File: config.mk
export PLATFORM = sky130hd
export DESIGN_NAME = rom_image_loader
export DESIGN_NICKNAME = d
export VERILOG_FILES = /design/src/rtl/rom_image_loader.sv
export SDC_FILE = /design/constraint.sdc
export NUM_CORES = 1
export LEC_CHECK = 0
export BUFFER_PORTS_ARGS = -buffer_cell sky130_fd_sc_hd__buf_2
export CAP_MARGIN = 15
export CORE_MARGIN = 1.5
export CORE_UTILIZATION = 50
export CTS_CLUSTER_DIAMETER = 40
export DETAILED_ROUTE_END_ITERATION = 16
export GPL_ROUTABILITY_DRIVEN = 0
export GPL_TIMING_DRIVEN = 0
export PLACE_DENSITY = 0.75
export SYNTH_ARGS = -nofsm -noshare
export SYNTH_HDL_FRONTEND = slang
export SYNTH_SLANG_ARGS = --single-unit
File: constraint.sdc
create_clock -name clk -period 2.2 [get_ports clk]
set_input_delay 0.44 -clock clk [delete_from_list [all_inputs] [get_ports clk]]
set_output_delay 0.44 -clock clk [all_outputs]
set_load 0.03 [all_outputs]
File: src/rtl/rom_image_loader.sv
// rom_image_loader: streams a 2**ADDR_W byte image into the RAM shadowing a
// program ROM, verifies an 8-bit additive checksum and keeps the game CPU in
// reset until a verified image is present.
module rom_image_loader #(
  parameter int ADDR_W = 13,
  parameter int BASE   = 0
) (
  input  logic              clk,
  input  logic              reset,
  input  logic              start,
  input  logic              abort,
  input  logic [7:0]        in_data,
  input  logic              in_valid,
  output logic              in_ready,
  output logic [ADDR_W-1:0] wr_a,
  output logic [7:0]        wr_d,
  output logic              wr_we,
  output logic              busy,
  output logic              done,
  output logic              error,
  output logic              cpu_hold
);

  typedef enum logic [2:0] {
    S_IDLE,
    S_LOAD,
    S_CHECK,
    S_DONE,
    S_ERROR
  } state_t;

  // BASE is reduced modulo the ROM size by the truncating cast.
  localparam logic [ADDR_W-1:0] BASE_A = ADDR_W'(BASE);
  localparam logic [ADDR_W-1:0] LAST   = '1;

  // Running checksum accumulates modulo 256.
  function automatic logic [7:0] sum8(input logic [7:0] a, input logic [7:0] b);
    return a + b;
  endfunction

  // Write address for the n-th image byte, wrapping around the ROM space.
  function automatic logic [ADDR_W-1:0] addr_at(input logic [ADDR_W-1:0] n);
    return BASE_A + n;
  endfunction

  state_t            state, state_n;
  logic [ADDR_W-1:0] cnt, cnt_n;
  logic [7:0]        sum, sum_n;
  logic [ADDR_W-1:0] wr_a_n;
  logic [7:0]        wr_d_n;
  logic              wr_we_n;
  logic              done_n;
  logic              error_n;
  logic              xfer;
  logic              active_n;

  assign xfer     = in_valid && in_ready;
  assign active_n = (state_n == S_LOAD) || (state_n == S_CHECK);

  // Next-state and next-output logic; abort takes priority over a transfer.
  always_comb begin
    state_n = state;
    cnt_n   = cnt;
    sum_n   = sum;
    wr_a_n  = wr_a;
    wr_d_n  = wr_d;
    wr_we_n = 1'b0;
    done_n  = done;
    error_n = error;
    case (state)
      S_IDLE, S_DONE, S_ERROR: begin
        if (start) begin
          state_n = S_LOAD;
          cnt_n   = '0;
          sum_n   = 8'd0;
          wr_a_n  = BASE_A;
          done_n  = 1'b0;
          error_n = 1'b0;
        end
      end
      S_LOAD: begin
        if (abort) begin
          state_n = S_ERROR;
          error_n = 1'b1;
        end else if (xfer) begin
          wr_we_n = 1'b1;
          wr_d_n  = in_data;
          wr_a_n  = addr_at(cnt);
          sum_n   = sum8(sum, in_data);
          cnt_n   = cnt + 1'b1;
          if (cnt == LAST) state_n = S_CHECK;
        end
      end
      S_CHECK: begin
        if (abort) begin
          state_n = S_ERROR;
          error_n = 1'b1;
        end else if (xfer) begin
          if (sum8(sum, in_data) == 8'd0) begin
            state_n = S_DONE;
            done_n  = 1'b1;
          end else begin
            state_n = S_ERROR;
            error_n = 1'b1;
          end
        end
      end
      default: state_n = S_IDLE;
    endcase
  end

  // State, counters and all outputs are registered; reset is asynchronous.
  always_ff @(posedge clk or posedge reset) begin
    if (reset) begin
      state    <= S_IDLE;
      cnt      <= '0;
      sum      <= 8'd0;
      wr_a     <= BASE_A;
      wr_d     <= 8'd0;
      wr_we    <= 1'b0;
      in_ready <= 1'b0;
      busy     <= 1'b0;
      done     <= 1'b0;
      error    <= 1'b0;
      cpu_hold <= 1'b1;
    end else begin
      state    <= state_n;
      cnt      <= cnt_n;
      sum      <= sum_n;
      wr_a     <= wr_a_n;
      wr_d     <= wr_d_n;
      wr_we    <= wr_we_n;
      in_ready <= active_n;
      busy     <= active_n;
      done     <= done_n;
      error    <= error_n;
      cpu_hold <= (state_n != S_DONE);
    end
  end

endmodule

### Word level (Yosys, flattened, before mapping)

Cells that the tools add are included.

| cells by class | value |
|---|---|
| add/sub/neg operators | 2 |
| multipliers | 0 |
| divide/modulo/power cells | 0 |
| order comparisons | 0 |
| equal/unequal tests | 17 |
| shifts and indexed selects | 0 |
| multiplexer cells | 32 |
| bitwise logic cells | 1 |
| reduce and logical (&&, ||, !) cells | 12 |

Operators with widths:

| kind | count |
|---|---|
| $mux 13 | 5 |
| $pmux 13 s2 | 2 |
| $mux 8 | 3 |
| $mux 3 | 7 |
| $pmux 8 s2 | 1 |
| $ne 2x2->1 const B | 7 |
| $add 13x1->13 const B | 1 |
| $eq 13x13->1 const B | 1 |
| $mux 1 | 11 |
| $reduce_and 5->1 | 2 |
| $eq 3x2->1 const B | 3 |
| $pmux 3 s3 | 1 |
| $add 8x8->8 | 1 |
| $logic_not 8->1 | 1 |
| $eq 3x1->1 const B | 2 |
| $ne 3x3->1 const B | 2 |
| $reduce_and 4->1 | 1 |
| $reduce_bool 2->1 | 2 |
| $eq 3x3->1 const B | 1 |
| $logic_not 3->1 | 1 |
| $ne 3x2->1 const B | 1 |
| $pmux 1 s3 | 1 |
| $reduce_and 3->1 | 1 |
| $reduce_bool 3->1 | 1 |
| 5 further kinds | 5 |

| storage, ports and cells | value |
|---|---|
| register bits after elaboration | 50 |
| bits in latches | 0 |
| RAM bits | 0 |
| memory bits (read-only) | 0 |
| input port bits | 13 |
| output and inout port bits | 27 |
| logic and storage cells | 74 |
| memories | 0 |

### Longest topological paths before layout

Gate-level depths: netlist (run 1).

| logic depth | value |
|---|---|
| depth in word-level cells | 8 |
| depth in mapped cells | 9 |
| gate-level depth less buffers | 8 |

### Least setup slack after synthesis (run 1)

No wires, ideal clock.

| timing path | value |
|---|---|
| kind | input -> register |
| start | input port in_data[0] |
| end | register cpu_hold |
| library setup time | 0.091 ns |
| arrival time | 2.355 ns |
| data required time | 2.109 ns |
| setup slack | -0.246 ns |
| stages | 8 |
| path buffers | 0 |
| path through | ha_1 -> fa_1 -> a211oi_1 -> o21ba_2 -> o221ai_1 -> nor4_1 -> nand3_1 -> a2bb2oi_1 |

| between the ends | value |
|---|---|
| word-level cells in the longest chain between the ends | 7 |

Ends and longest elaborated chain:

| what | RTL line | text |
|---|---|---|
| from (decl) | 12 | `input logic [7:0] in_data,` |
| $add 8x8->8 | 38 | `return a + b;` |
| $logic_not 8->1 | 99 | `if (sum8(sum, in_data) == 8'd0) begin` |
| $mux 3 | 99 |  |
| $mux 3 | 98 | `end else if (xfer) begin` |
| $mux 3 | 95 | `if (abort) begin` |
| $pmux 3 s3 | 70 | `case (state)` |
| $ne 3x2->1 | 137 | `cpu_hold <= (state_n != S_DONE);` |
| to (signal assigned) | 137 |  |
| to (decl) | 21 | `output logic cpu_hold` |

Every way passes these cells.
A chain may end at the register's enable or synchronous reset.

### Worst setup path after layout (run 1)

| timing path | value |
|---|---|
| start | register sum[0] |
| end | register done |

| between the ends | value |
|---|---|
| word-level cells in the longest chain between the ends | 4 |

Ends and longest elaborated chain:

| what | RTL line | text |
|---|---|---|
| from (decl) | 48 | `logic [7:0] sum, sum_n;` |
| from (signal assigned) | 129 | `sum <= sum_n;` |
| $add 8x8->8 | 38 |  |
| $logic_not 8->1 | 99 |  |
| $ne 2x2->1 (no source line) | n/a |  |
| $reduce_and 5->1 (no source line) | n/a |  |
| to (signal assigned) | 135 | `done <= done_n;` |
| to (decl) | 19 | `output logic done,` |

Every way passes these cells.

==> impl_metrics.env, run 1 <==
export IMPL_ys_seq_area_share_pct=50.3
export IMPL_ant_nets=0
export IMPL_slowest_stage="dfrtp_1"
export IMPL_cts_tree="built"
export IMPL_stdcell_area_um2=3120
export IMPL_clock_path_buffers=2
export IMPL_htreeDepth=2
export IMPL_grt_pass1_vias=1795
export IMPL_crit_fanout=4
export IMPL_grt_max_degree=35
export IMPL_ios=40
export IMPL_p_per_area_nw_per_um2=803
export IMPL_diodes=0
export IMPL_synth_cell_type_count=46
export IMPL_p_comb_share_pct=34.4
export IMPL_clock_latency_ps=300
export IMPL_synth_edf_count=0
export IMPL_cp_arrival_ps=2540
export IMPL_rr_startpoint="sum[0]"
export IMPL_row_count=25
export IMPL_synth_top_family_by_area="compound AO/OA/AOI/OAI gates"
export IMPL_die_h_um=73.6
export IMPL_syn2layout_area_growth_pct=25.3
export IMPL_rsz0062_at_grt="true"
export IMPL_setup_tns_ps=-546
export IMPL_cap_violations=0
export IMPL_critPathLaunch="sum[0]"
export IMPL_max_slew_margin_pct=51.0
export IMPL_fin_ws_ps=-138
export IMPL_dp_final_hpwl_um=3550
export IMPL_synth_xor_area_share_pct=3.87
export IMPL_reg2regPathDepth=9
export IMPL_violations="negative setup slack"
export IMPL_internal_power_uw=1620
export IMPL_synthSimpleGateAreaFrac_pct=14.1
export IMPL_vias_per_cell=5.80
export IMPL_firstDrtPassIters=4
export IMPL_critical_path_class="flip-flop to flip-flop"
export IMPL_initial_core_util_pct=52.4
export IMPL_r2r_end="done"
export IMPL_endpoint_kind="flip-flop"
export IMPL_cts_buffers=5
export IMPL_max_stage_delay_ps=420
export IMPL_power_leakage_uw=0.00147
export IMPL_final_common_cell="dfrtp_1"
export IMPL_path_cells="ha_4, fa_2, a211oi_4, o21bai_2, a21oi_2, xor2_1, buf_4, a31oi_1, nor3_1"
export IMPL_syn_nets=243
export IMPL_drtIter0Drc=118
export IMPL_tightestPinTransition_ps=728
export IMPL_synth_seq_cells=50
export IMPL_peakVddDrop_uv=498
export IMPL_synth_cell_area_um2=2490
export IMPL_core_um2=4750
export IMPL_place_area_um2=2800
export IMPL_power_frac_clock_pct=21.6
export IMPL_dieWidth_um=73.6
export IMPL_final_nets=296
export IMPL_critPathLaunchType="flip-flop"
export IMPL_synthMuxAreaShare_pct=4.47
export IMPL_portBuffers=38
export IMPL_p_sw_uw=887
export IMPL_grt_overflow=0
export IMPL_root_buffer="clkbuf_8"
export IMPL_antenna_found_initial=0
export IMPL_clk_pin_slew_ps=90
export IMPL_synthArstFlopShare_pct=100
export IMPL_grt_pass1_wl_um=8290
export IMPL_finalCriticalPeriod_ps=2340
export IMPL_cp_data_required_time_ps=2400
export IMPL_setup_viol=6
export IMPL_cts_sinks=50
export IMPL_wire_per_inst_um=16.3
export IMPL_drc_errors=0
export IMPL_fillers=407
export IMPL_synth_compound_area_share_pct=19.1
export IMPL_swShare_pct=35.4
export IMPL_final_cell_mix="dfrtp_1, buf_2, a22o_1"
export IMPL_r2r_slack_ps=-140
export IMPL_final_util_pct=65.7
export IMPL_synth_warnings=0
export IMPL_cts_hold_buffers=0
export IMPL_die_area_um2=5410
export IMPL_avgSynthCellArea_um2=11.3
export IMPL_seqPwrFrac_pct=44.0
export IMPL_period_share_pct=106
export IMPL_outcome="finished with violations"
export IMPL_wl_um=5560
export IMPL_synthAdderAreaFrac_pct=4.82
export IMPL_hold_viol=0
export IMPL_via_count=1984
export IMPL_worstSetupEndpoint="done"
export IMPL_skew_ps=7.37
export IMPL_timing_fmax_ghz=0.428
export IMPL_hold_class="input pin to asynchronous set/reset pin"
export IMPL_grt_usage_pct=20.2
export IMPL_drive_above_1_share_pct=37.5
export IMPL_synthCells=221
export IMPL_maxSlewViolCount=0
export IMPL_synthFlopType="dfrtp_1"
==> cell usage after synthesis, drive strengths merged, types with 4 or more instances <==
| cell | count | area, um^2 |
|---|---|---|
| o21ai | 12 | 60.1 |
| xnor2 | 8 | 70.1 |
| clkbuf | 4 | 15.0 |
| nand3 | 4 | 20.0 |
| nor3 | 10 | 60.1 |
| mux2 | 9 | 101 |
| inv | 5 | 18.8 |
| buf | 6 | 51.3 |
| nand2 | 14 | 52.6 |
| a22o | 20 | 175 |
| dfrtp | 49 | 1230 |
| ha | 8 | 100 |
| nor2 | 21 | 78.8 |
| a21oi | 5 | 25.0 |
==> cell type report <==
cell class	instances	area (um^2)	share of cell area (%)
repair buffers	45	255	8.18
clock inverters	1	5.00	0.160
well taps	67	83.8	2.69
flip-flops and latches	50	1250	40.2
inverters	5	18.8	0.601
clock buffers	7	86.3	2.77
plain buffers	10	73.8	2.36
multi-input cells	157	1350	43.1
==> per-layer routing <==
layer / track usage, % / vias to the layer above / share of wire (%)
met5: 0 / - / 0
met4: 6.17 / 0 / 1.3
met3: 4.12 / 7 / 3.4
met2: 32.7 / 40 / 50
met1: 27.3 / 1002 / 46
li1: - / 935 / -
==> sequential cells by signal, indices dropped and copies added, names as in the netlist <==
| name | cells |
|---|---|
| state | 3 |
| wr_d | 8 |
| error | 1 |
| busy | 1 |
| cpu_hold | 1 |
| cnt | 13 |
| wr_we | 1 |
| wr_a | 13 |
| sum | 8 |
| done | 1 |
==> critical path, delay by kind of cell (launching register included) <==
family	cells	cell delay (ps)
buf+inv	1	160
simple gates	1	240
xor+xnor	1	180
compound gates	4	700
flops	1	420
fa+ha+maj	2	560
==> worst min path at each step <==
stage | endpoint | cells after the start
after detailed placement | wr_d[4] | 2
final | wr_d[3] | 2
after global routing | sum[3] | 2
after global placement | sum[6] | 2
after floorplan | sum[6] | 2
after CTS | wr_d[3] | 2
==> per-stage QoR <==
step           cells  total power (uW)  hold WS (ps)  setup slack, ps
3_5_place_dp     327              1870           442             -492
4_1_cts          339              2470           116             -184
3_3_place_gp     326              1850           469             -469
2_1_floorplan    221              1670           447             3.29
5_1_grt          342              2630           133             -243
6_report         342              2510           102             -138
==> cells by family after synthesis <==
| kind of cell | after synthesis |
|---|---|
| AOI/OAI and AO/OA | 59 |
| xor gates and xnor gates | 11 |
| adders and majority gates | 9 |
| buffers and inverters | 15 |
| DFF | 50 |
| muxes | 10 |
| and+or+nand+nor | 67 |
==> power by group through the flow <==
| stage | sequential [uW] | clock, uW | combinational (uW) |
|---|---|---|---|
| after global routing | 1120 | 584 | 922 |
| after CTS | 1100 | 556 | 810 |
| after detailed placement | 1120 | 0 | 752 |
| final | 1100 | 542 | 864 |
| after global placement | 1110 | 0 | 734 |
| after floorplan | 1290 | 0 | 384 |
==> repair_timing <==
item | 4_1_cts | 5_1_grt
pin swaps | 12 | 19
cloned | 0 | 1
buffers inserted | 4 | 3
resized for setup | 18 | 20
setup endpoints to repair | 24 | 29
Power figures use the tool's default switching activity.
==> inputs of run 2 (changes only) <==
--- a/config.mk
+++ b/config.mk
@@ -8,12 +8,13 @@
 export BUFFER_PORTS_ARGS = -buffer_cell sky130_fd_sc_hd__buf_2
 export CAP_MARGIN = 15
 export CORE_MARGIN = 1.5
-export CORE_UTILIZATION = 50
+export CORE_UTILIZATION = 53
+export CTS_BUF_LIST = sky130_fd_sc_hd__clkbuf_8
 export CTS_CLUSTER_DIAMETER = 40
 export DETAILED_ROUTE_END_ITERATION = 16
 export GPL_ROUTABILITY_DRIVEN = 0
 export GPL_TIMING_DRIVEN = 0
-export PLACE_DENSITY = 0.75
+export PLACE_DENSITY = 0.78
 export SYNTH_ARGS = -nofsm -noshare
 export SYNTH_HDL_FRONTEND = slang
 export SYNTH_SLANG_ARGS = --single-unit
==> run 2 against run 1 <==
  * The run ends with design-rule violations, negative setup slack left
  * Critical endpoint unchanged
  * Largest power group unchanged
  * First-iteration DRC count up 9.3%
  * Sequential share of layout area up 0.62 points
  * Utilization up 3.5 points
  * Largest cell class unchanged
  * Critical path depth down 1
==> impl_metrics.env, run 2 (synthesis results as in run 1) <==
export IMPL_cts_sinks=50
export IMPL_rr_startpoint="sum[0]"
export IMPL_cp_arrival_ps=2520
export IMPL_dp_cells=312
export IMPL_critPathTopFamily="compound AO/OA/AOI/OAI gates"
export IMPL_diodes=0
export IMPL_firstDrtPassIters=11
export IMPL_drtIter0Drc=129
export IMPL_final_common_cell="dfrtp_1"
export IMPL_max_slew_margin_pct=52.7
export IMPL_endpoint_kind="flip-flop"
export IMPL_worst_path_stages=8
export IMPL_maxSlewViolCount=0
export IMPL_ios=40
export IMPL_tightestPinTransition_ps=703
export IMPL_htreeDepth=2
export IMPL_crit_fanout=3
export IMPL_drc_errors=4
export IMPL_outcome="finished with violations"
export IMPL_wl_um=5410
export IMPL_r2r_end="done"
export IMPL_clock_latency_ps=310
export IMPL_finalCriticalPeriod_ps=2320
export IMPL_core_um2=4440
export IMPL_cp_num_buf_inv=0
export IMPL_peakVddDrop_uv=520
export IMPL_critical_path_class="flip-flop to flip-flop"
export IMPL_path_cells="ha_4, fa_2, a211oi_2, o21ba_2, o221ai_2, nor4_4, a31oi_1, nor3_1"
export IMPL_drive_above_1_share_pct=36.5
export IMPL_grt_max_degree=36
export IMPL_row_count=24
export IMPL_syn2layout_area_growth_pct=23.4
export IMPL_final_cell_mix="dfrtp_1, buf_2, nor2_1"
export IMPL_root_buffer="clkbuf_8"
export IMPL_die_area_um2=5120
export IMPL_grt_usage_pct=22.1
export IMPL_reg_top3="cnt x13, wr_a x13"
export IMPL_hold_class="input pin to asynchronous set/reset pin"
export IMPL_reg2regPathDepth=8
export IMPL_worstSetupEndpoint="done"
export IMPL_grt_pass1_wl_um=8800
export IMPL_cap_violations=0
export IMPL_cts_buffers=5
export IMPL_ff_latch_area_um2=1250
export IMPL_setup_viol=7
export IMPL_grt_overflow=0
export IMPL_fillers=340
export IMPL_skew_ps=9.19
export IMPL_cp_data_required_time_ps=2400
export IMPL_slowest_stage="dfrtp_1"
export IMPL_initial_core_util_pct=56.1
export IMPL_critPathLaunch="sum[0]"
export IMPL_final_nets=295
export IMPL_final_util_pct=69.2
export IMPL_cts_tree="built"
export IMPL_dieWidth_um=71.6
export IMPL_portBuffers=38
export IMPL_die_h_um=71.6
export IMPL_wire_per_inst_um=16.6
export IMPL_via_count=2000
export IMPL_fin_ws_ps=-119
export IMPL_dp_final_hpwl_um=3670
export IMPL_p_per_area_nw_per_um2=845
export IMPL_vias_per_cell=6.13
export IMPL_ant_nets=0
export IMPL_grt_pass1_vias=1847
export IMPL_clock_path_buffers=2
export IMPL_rsz0062_at_grt="true"
export IMPL_r2r_slack_ps=-120
export IMPL_antenna_found_initial=0
export IMPL_violations="design-rule violations, negative setup slack"
export IMPL_fin_cells=326
export IMPL_critPathLaunchType="flip-flop"
export IMPL_multi_input_area_um2=1290
export IMPL_place_area_um2=2780
export IMPL_hold_viol=0
export IMPL_preCtsSetupSlack_ps=-494
export IMPL_timing_fmax_ghz=0.431
export IMPL_cts_hold_buffers=0
export IMPL_clk_pin_slew_ps=100
export IMPL_power_leakage_uw=0.00146
export IMPL_max_stage_delay_ps=420
export IMPL_period_share_pct=105
export IMPL_stdcell_area_um2=3070
## run 2: cell types whose count changed in the layout (fill, tap and decap cells not counted), moves of 2 or more
cell        change
a211oi_2        +2
nor2_2          -2
a211oi_4        -2
nor2_1          +2
clkinvlp_4      +2
## run 2: stage by stage
| step | hold slack (ps) | setup TNS, ps | power [uW] |
|---|---|---|---|
| floorplan | 447 | 0 | 1670 |
| global placement | 468 | -4450 | 1850 |
| detailed placement | 423 | -3460 | 1880 |
| CTS | 90.5 | -686 | 2570 |
| global route | 110 | -1550 | 2720 |
| finish | 84.0 | -355 | 2600 |
## run 2: final cells by class
type | count | share of cell area (%)
Buffer | 10 | 2.73
Clock buffer | 5 | 2.24
Clock inverter | 3 | 1.47
Inverter | 5 | 0.611
Multi-Input combinational cell | 157 | 42.0
Sequential cell | 50 | 40.8
Tap cell | 52 | 2.12
Timing Repair Buffer | 44 | 8.06
## run 2: what timing repair did
item                                    in CTS  in global routing
endpoints found under the hold margin        0                  0
setup buffers                                3                  2
endpoints found under the setup margin      24                 36
cloned                                       0                  1
pin swaps                                   17                 12
gates resized for setup                     15                 22
## run 2: worst min-delay path by stage
stage	from	to
after floorplan	sum[6]	sum[6]
after global placement	sum[6]	sum[6]
after detailed placement	reset	wr_d[3]
after CTS	reset	wr_a[1]
after global routing	reset	wr_a[1]
final	reset	wr_a[4]
## run 2: power breakdown
| group | internal, uW | switching (uW) |
|---|---|---|
| Sequential | 1030 | 71.0 |
| Clock | 338 | 315 |
| Combinational | 324 | 513 |
| Total | 1700 | 899 |
## run 2: worst register-to-register path, delay by kind of cell (launching register included)
kind / cells / cell delay [ps]
DFF: 1 / 420
adders and majority gates: 2 / 520
AOI/OAI and AO/OA: 4 / 670
and+or+nand+nor: 2 / 620
## run 2: layer usage
layer	GRT usage, %	vias to the layer above	share of wire, %	routed length [um]
met3	3.80	11	5.8	312
met5	0	-	0	0
li1	-	925	-	-
met1	31.0	985	44	2390
met4	6.92	0	1.7	93
met2	35.4	79	48	2610
